--- config.mk ---
export PLATFORM = sky130hd
export DESIGN_NAME = led_cpu_core
export DESIGN_NICKNAME = d
export VERILOG_FILES = /design/src/rtl/led_cpu_pkg.sv /design/src/rtl/led_cpu_alu.sv /design/src/rtl/led_cpu_core.sv
export SDC_FILE = /design/constraint.sdc
export NUM_CORES = 1
export LEC_CHECK = 0
export ABC_AREA = 0
export BUFFER_PORTS_ARGS = -buffer_cell sky130_fd_sc_hd__buf_4
export CAP_MARGIN = 0
export CORE_ASPECT_RATIO = 0.9
export CORE_MARGIN = 2
export CORE_UTILIZATION = 47
export CTS_CLUSTER_DIAMETER = 120
export CTS_CLUSTER_SIZE = 14
export DETAILED_ROUTE_END_ITERATION = 16
export PLACE_DENSITY = 0.75
export SKIP_LAST_GASP = 1
export SLEW_MARGIN = 30
export SYNTH_ARGS = -nofsm -noshare
export SYNTH_HDL_FRONTEND = slang
export SYNTH_SLANG_ARGS = --single-unit
--- constraint.sdc ---
create_clock -name clk -period 4.6 [get_ports clk]
set_clock_uncertainty 0.1 [all_clocks]
set_input_delay 0.92 -clock clk [delete_from_list [all_inputs] [get_ports clk]]
set_output_delay 0.92 -clock clk [all_outputs]
set_load 0.1 [all_outputs]
--- src/rtl/led_cpu_pkg.sv ---
// Shared opcode, state and instruction-field definitions for the LED accumulator CPU.
package led_cpu_pkg;

    localparam int unsigned DATA_W = 8;
    localparam int unsigned WORD_W = 16;
    localparam int unsigned OP_W   = 4;

    localparam int unsigned OP_HI  = 15;
    localparam int unsigned OP_LO  = 12;
    localparam int unsigned IMM_HI = 7;
    localparam int unsigned IMM_LO = 0;

    localparam logic [OP_W-1:0] OP_NOP  = 4'h0;
    localparam logic [OP_W-1:0] OP_LDI  = 4'h1;
    localparam logic [OP_W-1:0] OP_ADDI = 4'h2;
    localparam logic [OP_W-1:0] OP_SUBI = 4'h3;
    localparam logic [OP_W-1:0] OP_ANDI = 4'h4;
    localparam logic [OP_W-1:0] OP_ORI  = 4'h5;
    localparam logic [OP_W-1:0] OP_XORI = 4'h6;
    localparam logic [OP_W-1:0] OP_OUT  = 4'h7;
    localparam logic [OP_W-1:0] OP_JMP  = 4'h8;
    localparam logic [OP_W-1:0] OP_JZ   = 4'h9;
    localparam logic [OP_W-1:0] OP_JC   = 4'hA;
    localparam logic [OP_W-1:0] OP_WAIT = 4'hB;
    localparam logic [OP_W-1:0] OP_LDM  = 4'hC;
    localparam logic [OP_W-1:0] OP_HALT = 4'hF;

    typedef enum logic [2:0] {
        IDLE,
        FETCH,
        EXEC,
        WAIT,
        MEMRD,
        MEMWB,
        HALT
    } state_t;

endpackage

--- src/rtl/led_cpu_alu.sv ---
// Combinational 8-bit ALU; ops that do not touch acc or C pass them through.
module led_cpu_alu
    import led_cpu_pkg::*;
(
    input  logic [OP_W-1:0]   op,
    input  logic [DATA_W-1:0] acc,
    input  logic [DATA_W-1:0] imm,
    input  logic              c,
    output logic [DATA_W-1:0] result,
    output logic              c_next
);

    logic [DATA_W:0] wide;

    always_comb begin
        result = acc;
        c_next = c;
        wide   = '0;
        case (op)
            OP_LDI:  result = imm;
            OP_ADDI: begin
                wide   = {1'b0, acc} + {1'b0, imm};
                result = wide[DATA_W-1:0];
                c_next = wide[DATA_W];
            end
            // Bit 8 of the 9-bit difference is set exactly when acc < imm (borrow).
            OP_SUBI: begin
                wide   = {1'b0, acc} - {1'b0, imm};
                result = wide[DATA_W-1:0];
                c_next = wide[DATA_W];
            end
            OP_ANDI: result = acc & imm;
            OP_ORI:  result = acc | imm;
            OP_XORI: result = acc ^ imm;
            default: ;
        endcase
    end

endmodule

--- src/rtl/led_cpu_core.sv ---
// Accumulator CPU sequencer: fetches 16-bit words from sync-read program RAM and drives LEDs.
module led_cpu_core
    import led_cpu_pkg::*;
#(
    parameter int unsigned TICK  = 1,
    parameter int unsigned CNT_W = 32
) (
    input  logic                clk,
    input  logic                rst,
    input  logic                run,
    output logic [DATA_W-1:0]   ramAddr,
    input  logic [WORD_W-1:0]   ramData,
    output logic [DATA_W-1:0]   led,
    output logic [DATA_W-1:0]   pc,
    output logic                halted,
    output logic                busy
);

    state_t             state, state_nxt;
    logic [DATA_W-1:0]  pc_q, acc_q, led_q;
    logic               c_q, halted_q;
    logic [WORD_W-1:0]  ir_q;
    logic [CNT_W-1:0]   wait_cnt_q;

    logic [OP_W-1:0]    op;
    logic [DATA_W-1:0]  imm;
    logic [DATA_W-1:0]  alu_result;
    logic               alu_c;
    logic               jump_taken;
    logic               wait_start;
    logic               unused_bits;

    assign op         = ramData[OP_HI:OP_LO];
    assign imm        = ramData[IMM_HI:IMM_LO];
    assign wait_start = (op == OP_WAIT) && (imm != '0);
    assign unused_bits = ^{ir_q[WORD_W-1:DATA_W], ramData[11:8]};

    led_cpu_alu u_alu (
        .op     (op),
        .acc    (acc_q),
        .imm    (imm),
        .c      (c_q),
        .result (alu_result),
        .c_next (alu_c)
    );

    // Branch resolution uses the flags as they stand before this instruction.
    always_comb begin
        jump_taken = 1'b0;
        case (op)
            OP_JMP:  jump_taken = 1'b1;
            OP_JZ:   jump_taken = (acc_q == '0);
            OP_JC:   jump_taken = c_q;
            default: jump_taken = 1'b0;
        endcase
    end

    always_ff @(posedge clk) begin
        if (rst) begin
            state <= IDLE;
        end else begin
            state <= state_nxt;
        end
    end

    always_comb begin
        state_nxt = state;
        case (state)
            IDLE:  if (run) state_nxt = FETCH;
            FETCH: state_nxt = EXEC;
            EXEC: begin
                if (wait_start)          state_nxt = WAIT;
                else if (op == OP_LDM)   state_nxt = MEMRD;
                else if (op == OP_HALT)  state_nxt = HALT;
                else                     state_nxt = run ? FETCH : IDLE;
            end
            WAIT:  if (wait_cnt_q == '0) state_nxt = run ? FETCH : IDLE;
            MEMRD: state_nxt = MEMWB;
            MEMWB: state_nxt = run ? FETCH : IDLE;
            HALT:  state_nxt = HALT;
            default: state_nxt = IDLE;
        endcase
    end

    always_ff @(posedge clk) begin
        if (rst) begin
            pc_q       <= '0;
            acc_q      <= '0;
            c_q        <= 1'b0;
            led_q      <= '0;
            halted_q   <= 1'b0;
            ir_q       <= '0;
            wait_cnt_q <= '0;
        end else begin
            case (state)
                EXEC: begin
                    ir_q  <= ramData;
                    pc_q  <= jump_taken ? imm : pc_q + DATA_W'(1);
                    acc_q <= alu_result;
                    c_q   <= alu_c;
                    if (op == OP_OUT)  led_q    <= acc_q;
                    if (op == OP_HALT) halted_q <= 1'b1;
                    if (wait_start)
                        wait_cnt_q <= CNT_W'(imm) * CNT_W'(TICK) - CNT_W'(1);
                end
                WAIT:  if (wait_cnt_q != '0) wait_cnt_q <= wait_cnt_q - CNT_W'(1);
                MEMWB: acc_q <= ramData[IMM_HI:IMM_LO];
                default: ;
            endcase
        end
    end

    assign ramAddr = (state == MEMRD || state == MEMWB) ? ir_q[IMM_HI:IMM_LO] : pc_q;
    assign led     = led_q;
    assign pc      = pc_q;
    assign halted  = halted_q;
    assign busy    = (state != IDLE) && (state != HALT);

endmodule

==> key figures, run 1 <==
Run status
  – Status: finished clean

STA
  – Setup TNS: 0 ps
  – Unrepaired setup endpoints after global routing: no
  – Max-slew violations: 0
  – Final setup fails: 0
  – Tmin final: 3250 ps
  – Worst Max-Slew Pin Slew: 988 ps
  – Final hold slack: 363 ps
  – Fin. Hold Viols: 0
  – FMAX: 308 MHz
  – Final period utilization: 70.6%
  – Slew HR: 33.5%

Yosys
  – Syn_nets: 703
  – Primary FF master, synth: dfxtp_1
  – Ys Warns: 0
  – Mapped Cells: 654
  – Async SR Flop Fraction: 0%
  – Synth unique cells: 69
  – Mapped Avg Cell Area: 7.41 µm²
  – EDFF count, synth: 0
  – Sequential fraction of the synthesis area: 28.5%
  – Cell area after synthesis: 0.00485 mm²
  – Flops & latches, synth: 69

Clocking
  – Clock tree sinks: 69
  – TritonCTS Buffers: 9
  – Maximum root-to-sink buffer count: 2
  – H-tree levels: 3
  – CTS tree: built
  – CTS Hold Bufs: 0
  – Post-CTS Setup Bufs: 0
  – Clock root cell: clkbuf_16
  – Clock Latency Late Sink: 340 ps
  – Reg clk slew, reported paths: 70 ps
  – Cts repair resizes: 0

Floorplan
  – Rows: 35
  – Die Area: 0.0111 mm²
  – Boundary pin count: 45
  – Core Box Area: 0.0102 mm²
  – Starting Density: 47.7%
  – Die width: 111 µm
  – Die H: 100 µm

Drt
  – Drt initial violations: 496
  – DRT Pass-1 Iters: 6
  – Via Count: 5,119
  – Antenna viol nets, final: 0
  – Final wirelength: 14,500 µm
  – # DRC: 0
  – Vias per cell: 6.37
  – Avg WL per Cell: 18.1 µm

Place
  – Input/output buffers: 40
  – Post-DP HPWL: 9730 µm
  – Routability cong.: 0.918
  – Placed Cells: 788
  – Area post-placement: 0.00519 mm²

Final layout
  – Multi-input logic area: 0.00320 mm²
  – # diodes: 0
  – Final #Nets: 719
  – Most common cell after layout, fill and taps aside: nand2_1
  – Commonest cells after routing, fill and taps aside: nand2_1, dfxtp_1, a21oi_1
  – Register area: 0.00138 mm²
  – Final Instance Count excl. Fillers: 804
  – Final Util: 54.0%
  – Layout cell share with drive strength beyond 1: 11.4%
  – Fill count: 961
  – Area growth from synthesis to layout: 13.2%
  – Fin area: 0.00549 mm²

Setup path
  – Critical path launch point type: flip-flop
  – Worst setup path class: flip-flop to flip-flop
  – Total number of cells along the worst setup path: 7
  – CP max stage delay: 760 ps
  – Critical-path top delay cell: or3b_1
  – Crit-path leading delay family: simple AND/OR/NAND/NOR gates
  – R2R cell count: 7
  – Crit path capture type: flip-flop
  – Critical path fanouts, max: 22
  – CP bufs+invs: 1
  – Crit path cell chain: or3b_1 > nor4b_1 > and2_1 > a211oi_2 > buf_4 > o21ai_1 > o41ai_1
  – CP Data Arrival Time: 3370 ps
  – Required @ worst endpoint: 4720 ps

Global routing
  – Largest net degree at the start of global routing: 56
  – Busiest grt layer: met2
  – Number of global-route vias before repair: 4,752
  – Initial antenna violation count: 0
  – Met1 GRT Util: 34.9%
  – Grt ovf: 0
  – M3 GR Usage: 5.01%
  – Overall routing resource usage: 25.8%
  – Global routing usage on met2: 42.8%
  – First-pass GRT wire length: 23,600 µm

Power
  – Power Density: 306 mW/mm²
  – VDD IR max: 188 µV
  – Pleak: 2.20 nW

Hold path
  – Hold crit path type: flip-flop to flip-flop
  – Hold path cells: 2

Job
  – Maxcap violations: 0
-- worst paths after layout --
check / to / start / slack (ps)
min reg2reg: ir_q[7] / ir_q[7] / 360
max reg2reg: wait_cnt_q[21] / state[0] / 1350
min: ir_q[7] / ir_q[7] / 360
max: wait_cnt_q[21] / state[0] / 1350
-- power breakdown --
group / switching (mW) / internal [mW] / leakage [nW] / total, mW
combinational: 0.238 / 0.0981 / 1.49 / 0.336
clock: 0.323 / 0.386 / 0.148 / 0.709
sequential: 0.0209 / 0.611 / 0.557 / 0.632
total: 0.582 / 1.09 / 2.20 / 1.68
-- through the flow --
step / setup slack, ps / power [mW]
after global placement: 1220 / 0.963
after CTS: 1380 / 1.68
after floorplan: 1600 / 0.890
after detailed placement: 1120 / 0.971
after global routing: 1160 / 1.73
final: 1350 / 1.68
-- routing by layer --
metal	up-vias	wire length (µm)
met4	0	246
met1	2426	6470
met2	237	6630
met3	28	1180
li1	2428	-
met5	-	0
-- worst register-to-register path, cell delays in order, from the launching register on --
cell      delay (ps)
dfxtp_1          440
or3b_1           760
nor4b_1          760
and2_1           480
a211oi_2         100
buf_4            240
o21ai_1          170
o41ai_1           90
-- layout make-up --
class	count	share of cell area (%)
clock buffer	9	4.10
clock inverter	7	1.30
inverter	30	2.05
multi-input combinational	515	58.3
sequential	69	25.2
tap	129	2.94
timing repair buffer	45	6.15
-- state kept, by name, summed over array words and instances (netlist names) --
name / count
acc_q: 8
c_q: 1
halted: 1
ir_q: 8
led: 8
pc: 8
state: 3
wait_cnt_q: 32
-- logic make-up after synthesis --
group | count (synthesis) | share of synthesized area [%]
and+or+nand+nor | 262 | 26.8
AOI/OAI and AO/OA | 203 | 27.0
buffers and inverters | 70 | 5.76
DFF | 69 | 28.5
adders and majority gates | 30 | 8.05
xor gates and xnor gates | 10 | 1.81
muxes | 10 | 2.07
-- Yosys cell counts (all sizes together) (5+ instances only) --
master	count	area [µm²]
and3	13	81.3
nor3	24	125
o221ai	6	52.6
a211oi	5	42.5
o41ai	8	70.1
a41oi	7	61.3
nor4	11	68.8
nor3b	6	45.0
clkbuf	32	120
buf	8	46.3
nand2	87	327
ha	28	350
inv	29	109
o31ai	10	75.1
nor4b	5	43.8
xnor2	7	61.3
nor2b	12	75.1
dfxtp	69	1380
a21oi	56	292
mux2i	10	100
nor2	53	199
a31oi	9	56.3
nand3	18	90.1
or4	6	56.3
o21a	5	37.5
or2	6	37.5
o21ai	56	280
Note: power is estimated with default switching activity, not from simulation.
==> run 2, diff against run 1 <==
clock period = 3.2 ns   (was 4.6 ns; I/O delays follow)
==> key figures, run 2 (synthesis gave the netlist of run 1 again) <==
Final layout
  – Most common cell after layout, fill and taps aside: nand2_1 (unchanged)
  – Final Util: 55.4% (was 54.0%)
  – Layout cell share with drive strength beyond 1: 13.4% (was 11.4%)
  – Multi-input logic area: 0.00319 mm² (was 0.00320 mm²)
  – Final #Nets: 737 (was 719)
  – Register area: 0.00138 mm² (unchanged)
  – Fill count: 992 (was 961)
  – Area growth from synthesis to layout: 16.1% (was 13.2%)
  – # diodes: 0 (unchanged)
  – Biggest register: wait_cnt_q (unchanged)
  – Commonest cells after routing, fill and taps aside: nand2_1, dfxtp_1, buf_4 (was nand2_1, dfxtp_1, a21oi_1)
  – Largest register FFs: 32 (unchanged)

Drt
  – Antenna viol nets, final: 0 (unchanged)
  – Vias per cell: 6.26 (was 6.37)
  – DRT Pass-1 Iters: 4 (was 6)
  – # DRC: 0 (unchanged)
  – Final wirelength: 14,400 µm (was 14,500 µm)
  – Via Count: 5,144 (was 5,119)
  – Drt initial violations: 451 (was 496)
  – Avg WL per Cell: 17.5 µm (was 18.1 µm)

Global routing
  – First-pass GRT wire length: 23,700 µm (was 23,600 µm)
  – Grt ovf: 0 (unchanged)
  – Number of global-route vias before repair: 4,837 (was 4,752)
  – Overall routing resource usage: 26.1% (was 25.8%)
  – Largest net degree at the start of global routing: 56 (unchanged)
  – Initial antenna violation count: 0 (unchanged)

STA
  – Slew HR: 55.7% (was 33.5%)
  – FMAX: 346 MHz (was 308 MHz)
  – Final period utilization: 90.3% (was 70.6%)
  – Unrepaired setup endpoints after global routing: no (unchanged)
  – Final hold slack: 363 ps (about the same)
  – Tmin final: 2890 ps (was 3250 ps)
  – Worst Max-Slew Pin Slew: 664 ps (was 988 ps)
  – Max-slew violations: 0 (unchanged)
  – Fin. Hold Viols: 0 (unchanged)
  – Final setup fails: 0 (unchanged)
  – Setup TNS: 0 ps (unchanged)

Place
  – Input/output buffers: 40 (unchanged)
  – Post-DP HPWL: 10,000 µm (was 9730 µm)
  – Routability cong.: 0.915 (was 0.918)

Floorplan
  – Die Area: 0.0111 mm² (unchanged)
  – Core Box Area: 0.0102 mm² (unchanged)
  – Rows: 35 (unchanged)
  – Die H: 100 µm (unchanged)
  – Die width: 111 µm (unchanged)
  – Boundary pin count: 45 (unchanged)
  – Starting Density: 47.7% (unchanged)

Setup path
  – Worst setup path class: flip-flop to flip-flop (unchanged)
  – CP Data Arrival Time: 3000 ps (was 3370 ps)
  – R2r endpoint: wait_cnt_q[10] (was wait_cnt_q[21])
  – R2R setup slack: 310 ps (was 1350 ps)
  – R2R cell count: 7 (unchanged)
  – Crit path capture type: flip-flop (unchanged)
  – Critical path launch point type: flip-flop (unchanged)
  – Required @ worst endpoint: 3310 ps (was 4720 ps)
  – Critical path fanouts, max: 20 (was 22)
  – Reg-to-reg startpoint: wait_cnt_q[24] (was state[0])
  – Critical Path End: wait_cnt_q[10] (was wait_cnt_q[21])
  – Crit. Startpoint: wait_cnt_q[24] (was state[0])

Job
  – Maxcap violations: 0 (unchanged)

Power
  – Pleak: 2.29 nW (was 2.20 nW)
  – Total Power: 2.42 mW (was 1.68 mW)
  – Power Density: 430 mW/mm² (was 306 mW/mm²)
  – VDD IR max: 299 µV (was 188 µV)

Clocking
  – H-tree levels: 3 (unchanged)
  – CTS Hold Bufs: 0 (unchanged)
  – Post-CTS Setup Bufs: 0 (unchanged)
  – Maximum root-to-sink buffer count: 2 (unchanged)
  – Cts repair resizes: 0 (unchanged)
  – Clock Latency Late Sink: 340 ps (about the same)
  – Clock root cell: clkbuf_16 (unchanged)
  – TritonCTS Buffers: 9 (unchanged)
  – CTS tree: built (unchanged)
  – Reg clk slew, reported paths: 70 ps (about the same)
  – Clock tree sinks: 69 (unchanged)

Hold path
  – Hold crit path type: flip-flop to flip-flop (unchanged)

Run status
  – Status: finished clean (unchanged)
run 2: critical path, stage by stage (launching register included):
cell	delay (ps)
dfxtp_1	350
or4_4	580
or4_4	460
or4_4	590
a211oi_2	320
buf_12	190
o21ai_1	80
o41ai_1	80
run 2: power by group:
part | switching, mW | leakage [nW] | internal [mW] | total, mW
clock network | 0.454 | 0.150 | 0.557 | 1.01
logic | 0.342 | 1.58 | 0.159 | 0.502
registers | 0.0271 | 0.557 | 0.879 | 0.906
total | 0.823 | 2.29 | 1.59 | 2.42
run 2: layout make-up:
type	instances	area share [%]
inverters	30	2.00
repair buffers	63	8.63
flip-flops and latches	69	24.5
clock inverters	7	1.31
clock buffers	9	4.00
multi-input cells	515	56.6
well taps	129	2.87
run 2: routing by layer:
| metal | vias to the layer above | part of all wire, % | global-route usage (%) |
|---|---|---|---|
| li1 | 2465 | - | - |
| met1 | 2436 | 44 | 34.9 |
| met2 | 213 | 46 | 42.5 |
| met3 | 30 | 7.8 | 5.19 |
| met4 | 0 | 2.3 | 9.12 |
| met5 | - | 0 | 0 |
run 2: worst min-delay path by stage:
stage,startpoint,end,depth (start not counted)
after floorplan,ir_q[0],ir_q[0],2
after global placement,ir_q[5],ir_q[5],2
after detailed placement,ir_q[3],ir_q[3],2
after CTS,ir_q[1],ir_q[1],2
after global routing,ir_q[5],ir_q[5],2
final,ir_q[6],ir_q[6],2
run 2: through the flow:
step	worst slack, ps	instances	instance area (µm²)
2_1_floorplan	481	654	4850
3_3_place_gp	149	806	5330
3_5_place_dp	75.7	806	5330
4_1_cts	301	822	5630
5_1_grt	207	822	5630
6_report	312	822	5630
